<file path="src/rtl/seg_scan_decoder.sv">
// rtl/seg_scan_decoder.sv - samples a multiplexed active-low 7-segment bus and decodes stable glyphs to hex nibbles.
// Optional macro SEGDEC_BLANK_EN: accept 0x7F (all segments off) as a legal blank digit.
module seg_scan_decoder #(
    parameter int DIGITS        = 8,
    parameter int STABLE_CYCLES = 4
) (
    input  logic                  clk,
    input  logic                  rst,
    input  logic [6:0]            seg_n,
    input  logic [DIGITS-1:0]     an_n,
    output logic [4*DIGITS-1:0]   value,
    output logic [DIGITS-1:0]     digit_valid,
    output logic                  capture,
    output logic                  frame_done,
    output logic                  err
);

    localparam int         IDX_W    = (DIGITS > 1) ? $clog2(DIGITS) : 1;
    localparam logic [7:0] STABLE_C = 8'(STABLE_CYCLES);
    localparam logic [6:0] BLANK    = 7'h7F;

    typedef enum logic [1:0] {
        IDLE,
        SETTLE,
        HOLD
    } state_t;

    state_t                state_q, state_d;
    logic [6:0]            seg_s_q;
    logic [DIGITS-1:0]     an_s_q;
    logic [IDX_W-1:0]      idx_q, idx_d;
    logic [6:0]            pat_q, pat_d;
    logic [7:0]            cnt_q, cnt_d;
    logic [4*DIGITS-1:0]   value_q, value_d;
    logic [DIGITS-1:0]     valid_q, valid_d;
    logic [DIGITS-1:0]     mask_q, mask_d;
    logic                  capture_q, capture_d;
    logic                  frame_q, frame_d;
    logic                  err_q, err_d;

    logic [DIGITS-1:0]     sel;
    logic                  one_hot;
    logic                  multi;
    logic [IDX_W-1:0]      sel_idx;
    logic                  same;
    logic                  enter;
    logic                  accept;
    logic [4:0]            dec;
    logic [DIGITS-1:0]     mask_set;

    // Returns {recognised, nibble}.
    function automatic logic [4:0] decode(input logic [6:0] p);
        logic [4:0] r;
        case (p)
            7'h40:   r = 5'h10;
            7'h79:   r = 5'h11;
            7'h24:   r = 5'h12;
            7'h30:   r = 5'h13;
            7'h19:   r = 5'h14;
            7'h12:   r = 5'h15;
            7'h02:   r = 5'h16;
            7'h78:   r = 5'h17;
            7'h00:   r = 5'h18;
            7'h10:   r = 5'h19;
            7'h08:   r = 5'h1A;
            7'h03:   r = 5'h1B;
            7'h46:   r = 5'h1C;
            7'h21:   r = 5'h1D;
            7'h06:   r = 5'h1E;
            7'h0E:   r = 5'h1F;
            default: r = 5'h00;
        endcase
        return r;
    endfunction

    always_ff @(posedge clk) begin
        if (rst) begin
            seg_s_q   <= BLANK;
            an_s_q    <= '1;
            state_q   <= IDLE;
            idx_q     <= '0;
            pat_q     <= '0;
            cnt_q     <= '0;
            value_q   <= '0;
            valid_q   <= '0;
            mask_q    <= '0;
            capture_q <= 1'b0;
            frame_q   <= 1'b0;
            err_q     <= 1'b0;
        end else begin
            seg_s_q   <= seg_n;
            an_s_q    <= an_n;
            state_q   <= state_d;
            idx_q     <= idx_d;
            pat_q     <= pat_d;
            cnt_q     <= cnt_d;
            value_q   <= value_d;
            valid_q   <= valid_d;
            mask_q    <= mask_d;
            capture_q <= capture_d;
            frame_q   <= frame_d;
            err_q     <= err_d;
        end
    end

    always_comb begin
        sel     = ~an_s_q;
        one_hot = (sel != '0) && ((sel & (sel - DIGITS'(1))) == '0);
        multi   = (sel != '0) && !one_hot;
        sel_idx = '0;
        for (int i = 0; i < DIGITS; i++) begin
            if (sel[i]) begin
                sel_idx = IDX_W'(i);
            end
        end
        same = one_hot && (sel_idx == idx_q) && (seg_s_q == pat_q);
    end

    always_comb begin
        state_d   = state_q;
        idx_d     = idx_q;
        pat_d     = pat_q;
        cnt_d     = cnt_q;
        value_d   = value_q;
        valid_d   = valid_q;
        mask_d    = mask_q;
        capture_d = 1'b0;
        frame_d   = 1'b0;
        err_d     = err_q;
        enter     = 1'b0;
        accept    = 1'b0;
        dec       = decode(pat_q);
        mask_set  = mask_q | (DIGITS'(1) << idx_q);

        case (state_q)
            IDLE: begin
                enter = 1'b1;
            end
            SETTLE: begin
                if (same) begin
                    if (cnt_q == STABLE_C) begin
                        accept  = 1'b1;
                        state_d = HOLD;
                    end else begin
                        cnt_d = cnt_q + 8'd1;
                    end
                end else begin
                    enter = 1'b1;
                end
            end
            HOLD: begin
                if (!same) begin
                    enter = 1'b1;
                end
            end
            default: begin
                state_d = IDLE;
            end
        endcase

        // A change from any state re-runs the entry rules on the current sample.
        if (enter) begin
            if (one_hot) begin
                state_d = SETTLE;
                idx_d   = sel_idx;
                pat_d   = seg_s_q;
                cnt_d   = 8'd1;
            end else begin
                state_d = IDLE;
                cnt_d   = 8'd0;
                if (multi) begin
                    err_d = 1'b1;
                end
            end
        end

        if (accept) begin
            if (dec[4]) begin
                value_d[{idx_q, 2'b00} +: 4] = dec[3:0];
                valid_d[idx_q]               = 1'b1;
                capture_d                    = 1'b1;
                if (&mask_set) begin
                    frame_d = 1'b1;
                    mask_d  = '0;
                end else begin
                    mask_d = mask_set;
                end
`ifdef SEGDEC_BLANK_EN
            end else if (pat_q == BLANK) begin
                value_d[{idx_q, 2'b00} +: 4] = 4'h0;
                valid_d[idx_q]               = 1'b0;
                capture_d                    = 1'b1;
                if (&mask_set) begin
                    frame_d = 1'b1;
                    mask_d  = '0;
                end else begin
                    mask_d = mask_set;
                end
`endif
            end else begin
                valid_d[idx_q] = 1'b0;
                err_d          = 1'b1;
            end
        end
    end

    assign value       = value_q;
    assign digit_valid = valid_q;
    assign capture     = capture_q;
    assign frame_done  = frame_q;
    assign err         = err_q;

endmodule

</file>
<file path="config.mk">
export PLATFORM = sky130hd
export DESIGN_NAME = seg_scan_decoder
export DESIGN_NICKNAME = d
export VERILOG_FILES = /design/src/rtl/seg_scan_decoder.sv
export SDC_FILE = /design/constraint.sdc
export NUM_CORES = 1
export LEC_CHECK = 0
export ABC_CLOCK_PERIOD_IN_PS = 4200
export CAP_MARGIN = 40
export CORE_MARGIN = 1.5
export CORE_UTILIZATION = 24
export DETAILED_ROUTE_END_ITERATION = 10
export PLACE_DENSITY = 0.46
export SLEW_MARGIN = 40
export SYNTH_ARGS = -nofsm -noshare
export SYNTH_HDL_FRONTEND = slang
export SYNTH_SLANG_ARGS = --single-unit
</file>
<file path="constraint.sdc">
create_clock -name clk -period 4.2 [get_ports clk]
set_input_delay 0.84 -clock clk [delete_from_list [all_inputs] [get_ports clk]]
set_output_delay 0.84 -clock clk [all_outputs]
set_load 0.005 [all_outputs]
</file>
==> results.md <==
Drt:
- After detailed routing, the number of vias per cell comes to between 4 and 5.
- The first TritonRoute pass finished after 4 iterations.
- After detailed routing, the average wire length per cell comes to between 10 and 15 um.
- The routed via count is between 3,000 and 4,000.
- For this block, the initial DRC count from the detailed router was 137.
- After detailed routing, the number of remaining DRC violations is 0.
- For this block, the routed nets add up to 11,200 um of wire.
- In this run the remaining antenna-violating nets after routing total 0.

Final layout:
- The net count of the finished layout is 573.
- The count of cells in the finished layout, fillers not included, comes to 778.
- The leading cell type in the layout, fill and taps excluded is sky130_fd_sc_hd__nor2_1.
- The library cells used most frequently in the layout, excluding fill and tap cells, are sky130_fd_sc_hd__nor2_1 (91), sky130_fd_sc_hd__dfxtp_1 (86), sky130_fd_sc_hd__clkdlybuf4s50_1 (58).
- The post-route cell area is about 5500 sq um.
- Cells with a size suffix above 1 make up between 10% and 20% of the layout.
- Relative to the synthesized area, the layout overhead comes to 24.7%.
- The number of antenna repair diodes is 0.
- The number of fill cells in the layout is approximately 1,900.

Global routing:
- The number of global-route vias before repair is 3,640.
- The sum of overflow across all layers after global routing is 0.
- The initial antenna violation count is 0.
- The total routing usage reported by global routing is 12.2%.
- The global-route wire length before repair is roughly 19,000 um.
- Entering global routing, the biggest net connects 71 pins.

Power:
- Combinational cells account for 17.9% of the total power.
- The peak supply drop is between 0.15 and 0.2 mV.
- For this design the static power due to leakage is approximately 2.2 nW.
- The register share of total power is a little over two fifths.
- The cell-internal power is between 1 and 1.5 mW.
- Per report_power, the clock group accounts for roughly two fifths of the total.
- For this design the total switching power over the nets is about 0.63 mW.
- For this design the ratio of total power to cell area is 384 nW/um^2.
- The net switching share of the total power is a little under a third.

Logic synthesis:
- The Yosys step of the flow raised 0 warnings.
- The most used flip-flop cell after synthesis is sky130_fd_sc_hd__dfxtp_1.
- Of all flip-flops after synthesis, the portion carrying an async set or reset was 0%.
- The number of unique standard cell types used by synthesis is 71.
- The synthesized design contains 86 register bits.
- The number of nets handed over by synthesis was between 500 and 600.
- Synthesis produced 496 cells.
- In this run the mean area of a mapped cell was 8.89 sq um.
- The area of the mapped netlist is ~4400 sq um.
- Summing the sequential cell areas from Yosys gives between 30% and 40% of the chip area.
- Yosys mapped a number of flops with a built-in enable equal to 0.

Outcome:
- The run finished with clean final reports.

Worst setup path:
- By startpoint and endpoint, the worst setup path is classified as reg2reg.
- Data arrives at the worst endpoint at around 3800 ps.
- Along the worst path, the maximum fanout reaches 14.
- Counting both buffers and inverters, the worst setup path holds a total of 2.
- The signal on the critical path passes through inv_2, xnor2_1, or4_1, or3_1, nor4b_4, buf_4, nand4_4, mux2i_1, nor2_1.
- In this run the critical register-to-register path is launched from idx_q[2].
- The startpoint type of the worst setup path is a flip-flop.
- Data on the critical path is required at its endpoint by between 4000 and 5000 ps.
- The largest stage delay on the critical path is about 660 ps.
- The register-to-register setup slack is approximately 610 ps.
- Among cell families on the critical path, the largest total delay comes from simple AND/OR/NAND/NOR gates.
- The slowest stage of the critical path belongs to the cell sky130_fd_sc_hd__dfxtp_1.
- The worst setup path is captured at a flip-flop.
- The endpoint identified for the worst register-to-register timing path is value[13].
- The depth of the worst register-to-register path is 9.

Clock network:
- The buffer cell driving the clock tree root is sky130_fd_sc_hd__clkbuf_16.
- The later pin in the worst-skew pair is clocked with a latency of between 300 and 400 ps.
- The buffers inserted during post-CTS setup optimization is 0.
- The number of gates given a new drive strength after cts is 0.
- Buffers inserted to repair hold after CTS numbered 0.
- Clock-pin slew was measured on the worst setup and hold paths at roughly 60 ps.
- The number of clock sinks is 86.
- CTS built an H-tree with a depth of 3.
- The number of clock buffers added by TritonCTS is 9.
- TritonCTS built the clock tree.
- The deepest clock path buffer count is 2.

Die:
- For this configuration, the core starts out at a cell density of ~25%.
- The vertical die dimension is approximately 140 um.
- The number of cell rows is 49.
- The floorplan step set the die width to around 140 um.
- The core region is roughly 18,000 sq um.
- For this design the top-level I/O count stands at 60.
- The die covers ~19,000 sq um.

Timing:
- On the final layout, the worst clock skew is between 8 and 9 ps.
- Summed over all failing endpoints, the final setup total negative slack is 0 ps.
- Setup slack on the critical path of the routed design comes to a little over 600 ps.
- The worst path uses 85.4% of the clock period.
- Measured against its own limit, the worst slew margin works out to roughly half.
- Setup repair after global routing left no endpoint under its margin.
- The maximum operating frequency is 0.279 GHz.
- The worst path needs about 3600 ps of the cycle, external delays included.
- Setup violations remaining at the end of the flow were counted as 0.
- The final count of pins violating max slew is 0.
- The number of hold-slack violations in the final timing report is 0.
- The hold slack is roughly 470 ps.
- For the pin with the worst max-slew slack, the measured transition is 752 ps.

Placement:
- Summing all placed instances gives a cell area of roughly 5200 sq um.
- OpenSTA, run right after detailed placement, puts the worst setup slack at about 620 ps.
- The detailed placement HPWL is ~8300 um.
- The number of cells in the design after placement is ~760.
- The count of buffers from port buffering is 59.
- The final RePlAce weighted congestion is around 0.73.

Worst hold path:
- The type of the worst min-delay path is reg2reg.
- The end point of the worst hold path is mask_q[7].
- The cell depth of the worst hold path is 2.
- The startpoint of the tightest hold check path is mask_q[7].

Flow run:
- Across the run, the number of max-cap violations was 0.
==> metal layers <==
layer / part of all wire, % / routed length (um) / global-route usage [%]
met5: 0 / 0 / 0
met4: 2.7 / 297 / 6.20
met3: 3.3 / 365 / 2.04
met2: 47 / 5260 / 20.0
met1: 47 / 5280 / 15.6
==> per-stage QoR <==
| stage | utilization, % | power [mW] |
|---|---|---|
| 2_1_floorplan | - | 1.20 |
| 3_3_place_gp | 28.9 | 1.29 |
| 3_5_place_dp | 28.9 | 1.30 |
| 4_1_cts | 30.6 | 2.14 |
| 5_1_grt | 30.6 | 2.22 |
| 6_report | 30.6 | 2.11 |
==> tightest hold or removal path, delay by kind of cell, from the launching register on <==
family          cells  cell delay, ps
compound gates      1              60
buf+inv             1              70
flops               1             300
==> synthesized netlist by cell type (4+ instances only) <==
| library cell | instances | area [sq um] |
|---|---|---|
| sky130_fd_sc_hd__or4_1 | 6 | 45.0 |
| sky130_fd_sc_hd__nand2b_1 | 4 | 25.0 |
| sky130_fd_sc_hd__a211oi_1 | 6 | 45.0 |
| sky130_fd_sc_hd__mux2i_1 | 48 | 480 |
| sky130_fd_sc_hd__nand2_1 | 25 | 93.8 |
| sky130_fd_sc_hd__nor3_1 | 11 | 55.1 |
| sky130_fd_sc_hd__or3_1 | 6 | 37.5 |
| sky130_fd_sc_hd__a31oi_1 | 6 | 37.5 |
| sky130_fd_sc_hd__inv_1 | 16 | 60.1 |
| sky130_fd_sc_hd__nor3b_1 | 5 | 37.5 |
| sky130_fd_sc_hd__clkbuf_1 | 18 | 67.6 |
| sky130_fd_sc_hd__nor4_1 | 4 | 25.0 |
| sky130_fd_sc_hd__nand4_1 | 12 | 75.1 |
| sky130_fd_sc_hd__o22ai_1 | 4 | 25.0 |
| sky130_fd_sc_hd__nor2_1 | 91 | 342 |
| sky130_fd_sc_hd__or2_2 | 16 | 100 |
| sky130_fd_sc_hd__xnor2_1 | 11 | 96.3 |
| sky130_fd_sc_hd__nor2b_1 | 4 | 25.0 |
| sky130_fd_sc_hd__ha_1 | 12 | 150 |
| sky130_fd_sc_hd__dfxtp_1 | 86 | 1720 |
| sky130_fd_sc_hd__a21oi_1 | 21 | 105 |
| sky130_fd_sc_hd__nand3_1 | 7 | 35.0 |
| sky130_fd_sc_hd__o21ai_0 | 5 | 25.0 |
==> registers in the layout (all words and copies together) (netlist names), named ones only <==
| signal | count |
|---|---|
| capture | 1 |
| mask_q | 8 |
| an_s_q | 8 |
| cnt_q | 8 |
| state_q | 2 |
| seg_s_q | 7 |
| err | 1 |
| frame_done | 1 |
| idx_q | 3 |
| value | 32 |
| pat_q | 7 |
==> cells by family after synthesis <==
| kind of cell | share of synthesized area [%] |
|---|---|
| buffers and inverters | 4.45 |
| flip-flops | 39.0 |
| multiplexers | 11.1 |
| AO/OA/AOI/OAI | 11.0 |
| AND/OR/NAND/NOR | 28.4 |
| XOR/XNOR | 2.38 |
| adder cells (fa/ha/maj) | 3.63 |
==> worst max path at each step <==
stage                            to  startpoint  slack [ps]  cells after the start
after floorplan            cnt_q[4]   an_s_q[4]        1360                     10
after global placement    value[13]    idx_q[2]         640                      9
after detailed placement  value[13]    idx_q[2]         620                      9
after CTS                 value[13]    idx_q[2]         580                      9
after global routing      value[10]    idx_q[2]         310                      8
final                     value[13]    idx_q[2]         610                      9
==> power by group through the flow <==
| stage | combinational (mW) | sequential [mW] | clock, mW |
|---|---|---|---|
| after floorplan | 0.315 | 0.881 | 0 |
| after detailed placement | 0.379 | 0.920 | 0 |
| after CTS | 0.380 | 0.902 | 0.861 |
| final | 0.377 | 0.902 | 0.831 |
| after global placement | 0.374 | 0.920 | 0 |
| after global routing | 0.420 | 0.910 | 0.894 |
==> layout make-up <==
| class | instances | area [sq um] | share of cell area (%) |
|---|---|---|---|
| multi-input cells | 366 | 2500 | 45.4 |
| flip-flops and latches | 86 | 1720 | 31.3 |
| repair buffers | 64 | 623 | 11.3 |
| well taps | 229 | 287 | 5.21 |
| clock buffers | 10 | 239 | 4.34 |
| clock inverters | 6 | 70.1 | 1.27 |
| inverters | 17 | 63.8 | 1.16 |
(Power assumes the default switching activity.)
==> RTL edit 1: new RTL, same flow settings <==
Add a define of `SEGDEC_BLANK_EN`.
--- a/src/rtl/seg_scan_decoder.sv
+++ b/src/rtl/seg_scan_decoder.sv
@@ -2,2 +2,4 @@
 // Optional macro SEGDEC_BLANK_EN: accept 0x7F (all segments off) as a legal blank digit.
+`define SEGDEC_BLANK_EN
+
 module seg_scan_decoder #(
Formal check against the unedited RTL: not equivalent (a bounded check fails within 10 cycles, from zero or initial values and one cycle with rst high).
==> RTL edit 1 against the original RTL <==
  * Sequential cell count stayed put
  * Worst setup slack better by 0.42 ns
  * Die area is 2.2% lower
  * Fmax is 13% higher
  * Power is 2.2% lower
  * Area after synthesis is 2.2% lower
  * Final area is 1.9% lower
  * Wire length is 1.4% lower
==> RTL edit 1: results (changes against the original RTL) <==
[metrics] result of the run: finished clean
[metrics] number of nets in the final layout: 557 (-2.8%)
[metrics] met2 track utilization from global routing: 0.210 (+0.0110)
[metrics] area after detailed placement: 5070 µm² (-2.4%)
[metrics] fraction of area in clock buffers and inverters: 0.0570 (+0.000849)
[metrics] met1 Resource Use GR: 0.151 (-0.00553)
[metrics] largest net degree at the start of global routing: 46 (-35%)
[metrics] Netlist cell types: 67 (-5.6%)
[metrics] top cells by area in the synthesized netlist: dfxtp_1 40%, mux2i_1 11%, nor2_1 4.6%
[metrics] endpoint arrival time on the critical path: 3.44 ns (-0.36 ns)
[metrics] met3 wire length: 395 µm (+8.2%)
[metrics] proportion of layout cells with a drive suffix above 1: 0.103 (-0.00428)
[metrics] cell count after placement: 742 (-2.6%)
[metrics] most frequent cells after synthesis: 86 x dfxtp_1, 53 x nor2_1, 48 x mux2i_1, 35 x nand2_1, 26 x nand2b_1
[metrics] sequential share of the synthesized area: 0.399 (+0.00895)
[metrics] FILL cells: 1829 (-3.7%)
[metrics] Clock Skews: 0.00704 ns (-0.00173 ns)
[metrics] global placement routability congestion: 0.829 (+13%)
[metrics] 1st-iter DRT viols: 155 (+13%)
[metrics] Gate Count Post-Synth: 484 (-2.4%)
[metrics] via count of the routed design: 3566 (-3.0%)
[metrics] slowest cell delay on critical path: 0.62 ns (-0.04 ns)
[metrics] All-Layer GR Usage: 0.124 (+0.00158)
[metrics] post-DR vias/cell: 4.70 (-0.41%)
[metrics] worst voltage drop across the vdd grid: 213 µV (+9.8%)
[metrics] DR WL/cell: 14.6 µm (+1.2%)
[metrics] layout inverter count without the clock tree: 15 (-2)
[metrics] placed wire-length estimate after detailed placement: 8110 µm (-2.2%)
[metrics] total die area: 18800 µm² (-2.2%)
[metrics] multi-input gates: 355 (-3.0%)
[metrics] relative area of non-clock buffer cells in the final design: 0.111 (-0.00199)
[metrics] metal1 wirelength: 5160 µm (-2.2%)
[metrics] Hold Startpoint: value[14]
[metrics] wire length on met2: 5340 µm (+1.5%)
-- RTL edit 1: power breakdown --
| part | leakage [nW] | switching, mW | internal (mW) |
|---|---|---|---|
| Sequential | 0.700 | 0.0635 | 0.841 |
| Clock | 0.137 | 0.349 | 0.479 |
| Combinational | 1.10 | 0.197 | 0.133 |
-- RTL edit 1: cell families (layout without fill, tap and decap cells) --
family                   count (synthesis)  after routing  synth area share
AO/OA/AOI/OAI                           68             68             0.108
XOR/XNOR                                11             11            0.0223
adder cells (fa/ha/maj)                 13             13            0.0371
buffers and inverters                   43             92            0.0438
flip-flops                              86             86             0.399
multiplexers                            49             49             0.114
AND/OR/NAND/NOR                        214            214             0.275
-- RTL edit 1: final timing paths --
kind | slack [ns] | to
max | 1.04 | value[9]
min | 0.47 | value[14]
max reg2reg | 1.04 | value[9]
min reg2reg | 0.47 | value[14]
==> RTL edit 2: new RTL, same flow settings <==
Made on the original files. `value_q` no longer has a reset.
--- a/src/rtl/seg_scan_decoder.sv
+++ b/src/rtl/seg_scan_decoder.sv
@@ -83,3 +83,2 @@
             cnt_q     <= '0;
-            value_q   <= '0;
             valid_q   <= '0;
@@ -96,3 +95,2 @@
             cnt_q     <= cnt_d;
-            value_q   <= value_d;
             valid_q   <= valid_d;
@@ -103,2 +101,6 @@
         end
+    end
+
+    always_ff @(posedge clk) begin
+        value_q <= value_d;
     end
Function: differs if rst is asserted again (counterexample within 10 cycles, from zero or initial values and one cycle with rst high); with rst held inactive, the same outputs for 10 cycles.
==> RTL edit 2 against the original RTL <==
  * Sequential cell count is the same
  * Non-clock buffer count decreased by 3
  * Clock power shrank 15%
  * Count of clock-buffer cells in the layout decreased by 1
  * Final area down 3.7%
  * Power is 7.1% lower
  * Core utilization about the same
  * Combinational power fell by 19%
  * Global-route usage down 1.2 points
  * Area after synthesis shrank 4.0%
  * Critical path depth decreased by 2
  * Worst setup slack improved by 0.39 ns
  * Fmax increased by 12%
  * Wire length shrank 14%
  * Critical path type unchanged
  * Critical endpoint is now value[17]
  * Highest routed layer unchanged
==> RTL edit 2: results (changes against the original RTL) <==
[metrics] result of the run: finished clean
[metrics] antenna cells: 0 (unchanged)
[metrics] largest net degree at the start of global routing: 35 (-51%)
[metrics] clock latency of the later-clocked register in the worst-skew pair: 0.34 ns
[metrics] Static Leak: 1.79 nW (-17%)
[metrics] syn_nets: 468 (-11%)
[metrics] number of clock buffers inserted by TritonCTS: 9 (unchanged)
[metrics] buffers inserted during post-CTS setup optimization: 0 (unchanged)
[metrics] slowest cell delay on critical path: 0.69 ns (+0.03 ns)
[metrics] antenna violations before repair: 0 (unchanged)
[metrics] YS warnings: 0 (unchanged)
[metrics] All-Layer GR Usage: 0.110 (-0.0123)
[metrics] top cells by area in the synthesized netlist: dfxtp_1 26%, edfxtp_1 23%, nor2_1 6.2%
[metrics] area after detailed placement: 5030 µm² (-3.1%)
[metrics] arithmetic-cell share of the synthesized area counting full adders, half adders and majority gates: 0.0355 (-0.000851)
[metrics] via count of the routed design: 3321 (-9.6%)
[metrics] clock transition at the register clock pins on the worst setup and hold paths after CTS: 0.06 ns (about the same)
[metrics] Max H-tree Level: 3 (unchanged)
[metrics] Netlist cell types: 61 (-14%)
[metrics] Worst path slowest cell: dfxtp_1
[metrics] async set or reset register ratio after synthesis: 0 (unchanged)
[metrics] delay-heaviest family, CP: simple AND/OR/NAND/NOR gates
[metrics] maximum clock insertion buffer count: 2 (unchanged)
[metrics] pin slew with the least headroom to its limit: 0.601 ns (-0.151 ns)
[metrics] I/O Buffers: 59 (unchanged)
[metrics] number of nets in the final layout: 521 (-9.1%)
[metrics] Clock Root Buffer: clkbuf_16
[metrics] first-pass GRT wire length: 15800 µm (-17%)
[metrics] drt first pass iters: 4 (unchanged)
[metrics] drc violations: 0 (unchanged)
[metrics] aggregate routed wire length: 9640 µm (-14%)
[metrics] most frequent cells after synthesis: 70 x nor2_1, 54 x dfxtp_1, 32 x edfxtp_1, 27 x nand2_1, 20 x mux2i_1
[metrics] cell-internal power: 1.40 mW (-5.0%)
[metrics] pre-CTS setup slack: 1.01 ns (+0.389 ns)
[metrics] post-cts sizing count: 0 (unchanged)
[metrics] share of cell area taken by muxes after synthesis: 0.0508 (-0.0607)
[metrics] global placement routability congestion: 0.782 (+6.6%)
[metrics] Synth Area in Compound Gates: 0.126 (+0.0167)
[metrics] via count of the first global-routing pass: 3197 (-12%)
[metrics] proportion of layout cells with a drive suffix above 1: 0.0926 (-0.0149)
[metrics] Total Power Consumption: 1.96 mW (-7.1%)
[metrics] placed wire-length estimate after detailed placement: 7200 µm (-13%)
[metrics] worst voltage drop across the vdd grid: 207 µV (+6.7%)
[metrics] max reg flops: 32 (unchanged)
[metrics] crit path max fanout: 14 (unchanged)
[metrics] Clock Skews: 0.00955 ns (+0.000790 ns)
[metrics] post-synthesis xor/xnor area fraction: 0.0245 (+0.000697)
[metrics] 1st-iter DRT viols: 175 (+28%)
[metrics] sequential share of the synthesized area: 0.482 (+0.0919)
[metrics] number of synthesized flops with an enable pin: 32 (+32)
[metrics] endpoint arrival time on the critical path: 3.21 ns (-0.59 ns)
[metrics] class of the worst hold path: flop to flop
==> RTL edit 2: cell count changes after synthesis, moves of 8 or more <==
cell,change
dfxtp_1,-32
edfxtp_1,+32
mux2i_1,-28
nor2_1,-21
nand2b_1,+11
clkbuf_1,-10
and3_1,+8
nand4_1,-8
xnor2_1,-8
==> RTL edit 2: kinds of logic after synthesis <==
kind of cell | count (synthesis)
AO/OA/AOI/OAI | 73
XOR/XNOR | 11
adder cells (fa/ha/maj) | 12
buffers and inverters | 34
flip-flops | 86
multiplexers | 21
AND/OR/NAND/NOR | 202
==> RTL edit 2: power by group through the flow <==
| stage | logic, mW | registers, mW | clock network [mW] |
|---|---|---|---|
| floorplan | 0.263 | 0.921 | 0 |
| global placement | 0.309 | 0.961 | 0 |
| detailed placement | 0.310 | 0.963 | 0 |
| CTS | 0.312 | 0.945 | 0.733 |
| global route | 0.347 | 0.953 | 0.758 |
| finish | 0.307 | 0.946 | 0.708 |
==> RTL edit 2: final timing paths <==
check / slack [ns] / end / depth (start not counted) / startpoint
worst max register to register: 1.01 / value[17] / 7 / idx_q[0]
worst min register to register: 0.47 / mask_q[4] / 2 / mask_q[4]
worst max-delay path: 1.01 / value[17] / 7 / idx_q[0]
worst min-delay path: 0.47 / mask_q[4] / 2 / mask_q[4]
==> RTL edit 2: stage by stage <==
stage,cells,utilization
global route,722,0.306
finish,722,0.306
global placement,706,0.291
detailed placement,706,0.291
floorplan,439,-
CTS,722,0.306
==> RTL edit 2: final cells by class <==
class | instances | area [µm²]
clock buffers | 9 | 225
clock inverters | 7 | 41.3
fillers | 1831 | 12000
inverters | 15 | 56.3
multi-input cells | 319 | 2050
flip-flops and latches | 86 | 2040
well taps | 225 | 282
repair buffers | 61 | 601
==> RTL edit 2: tightest hold or removal path, stage by stage, from the launching register on <==
cell     delay (ns)
dfxtp_1        0.33
a21oi_1        0.04
nor2_1         0.07
==> RTL edit 2: per-layer routing <==
metal	vias to the layer above	GRT usage	share of wire
met3	11	0.0298	0.047
li1	1672	-	-
met2	71	0.182	0.47
met5	-	0	0
met4	0	0.0460	0.017
met1	1567	0.135	0.47
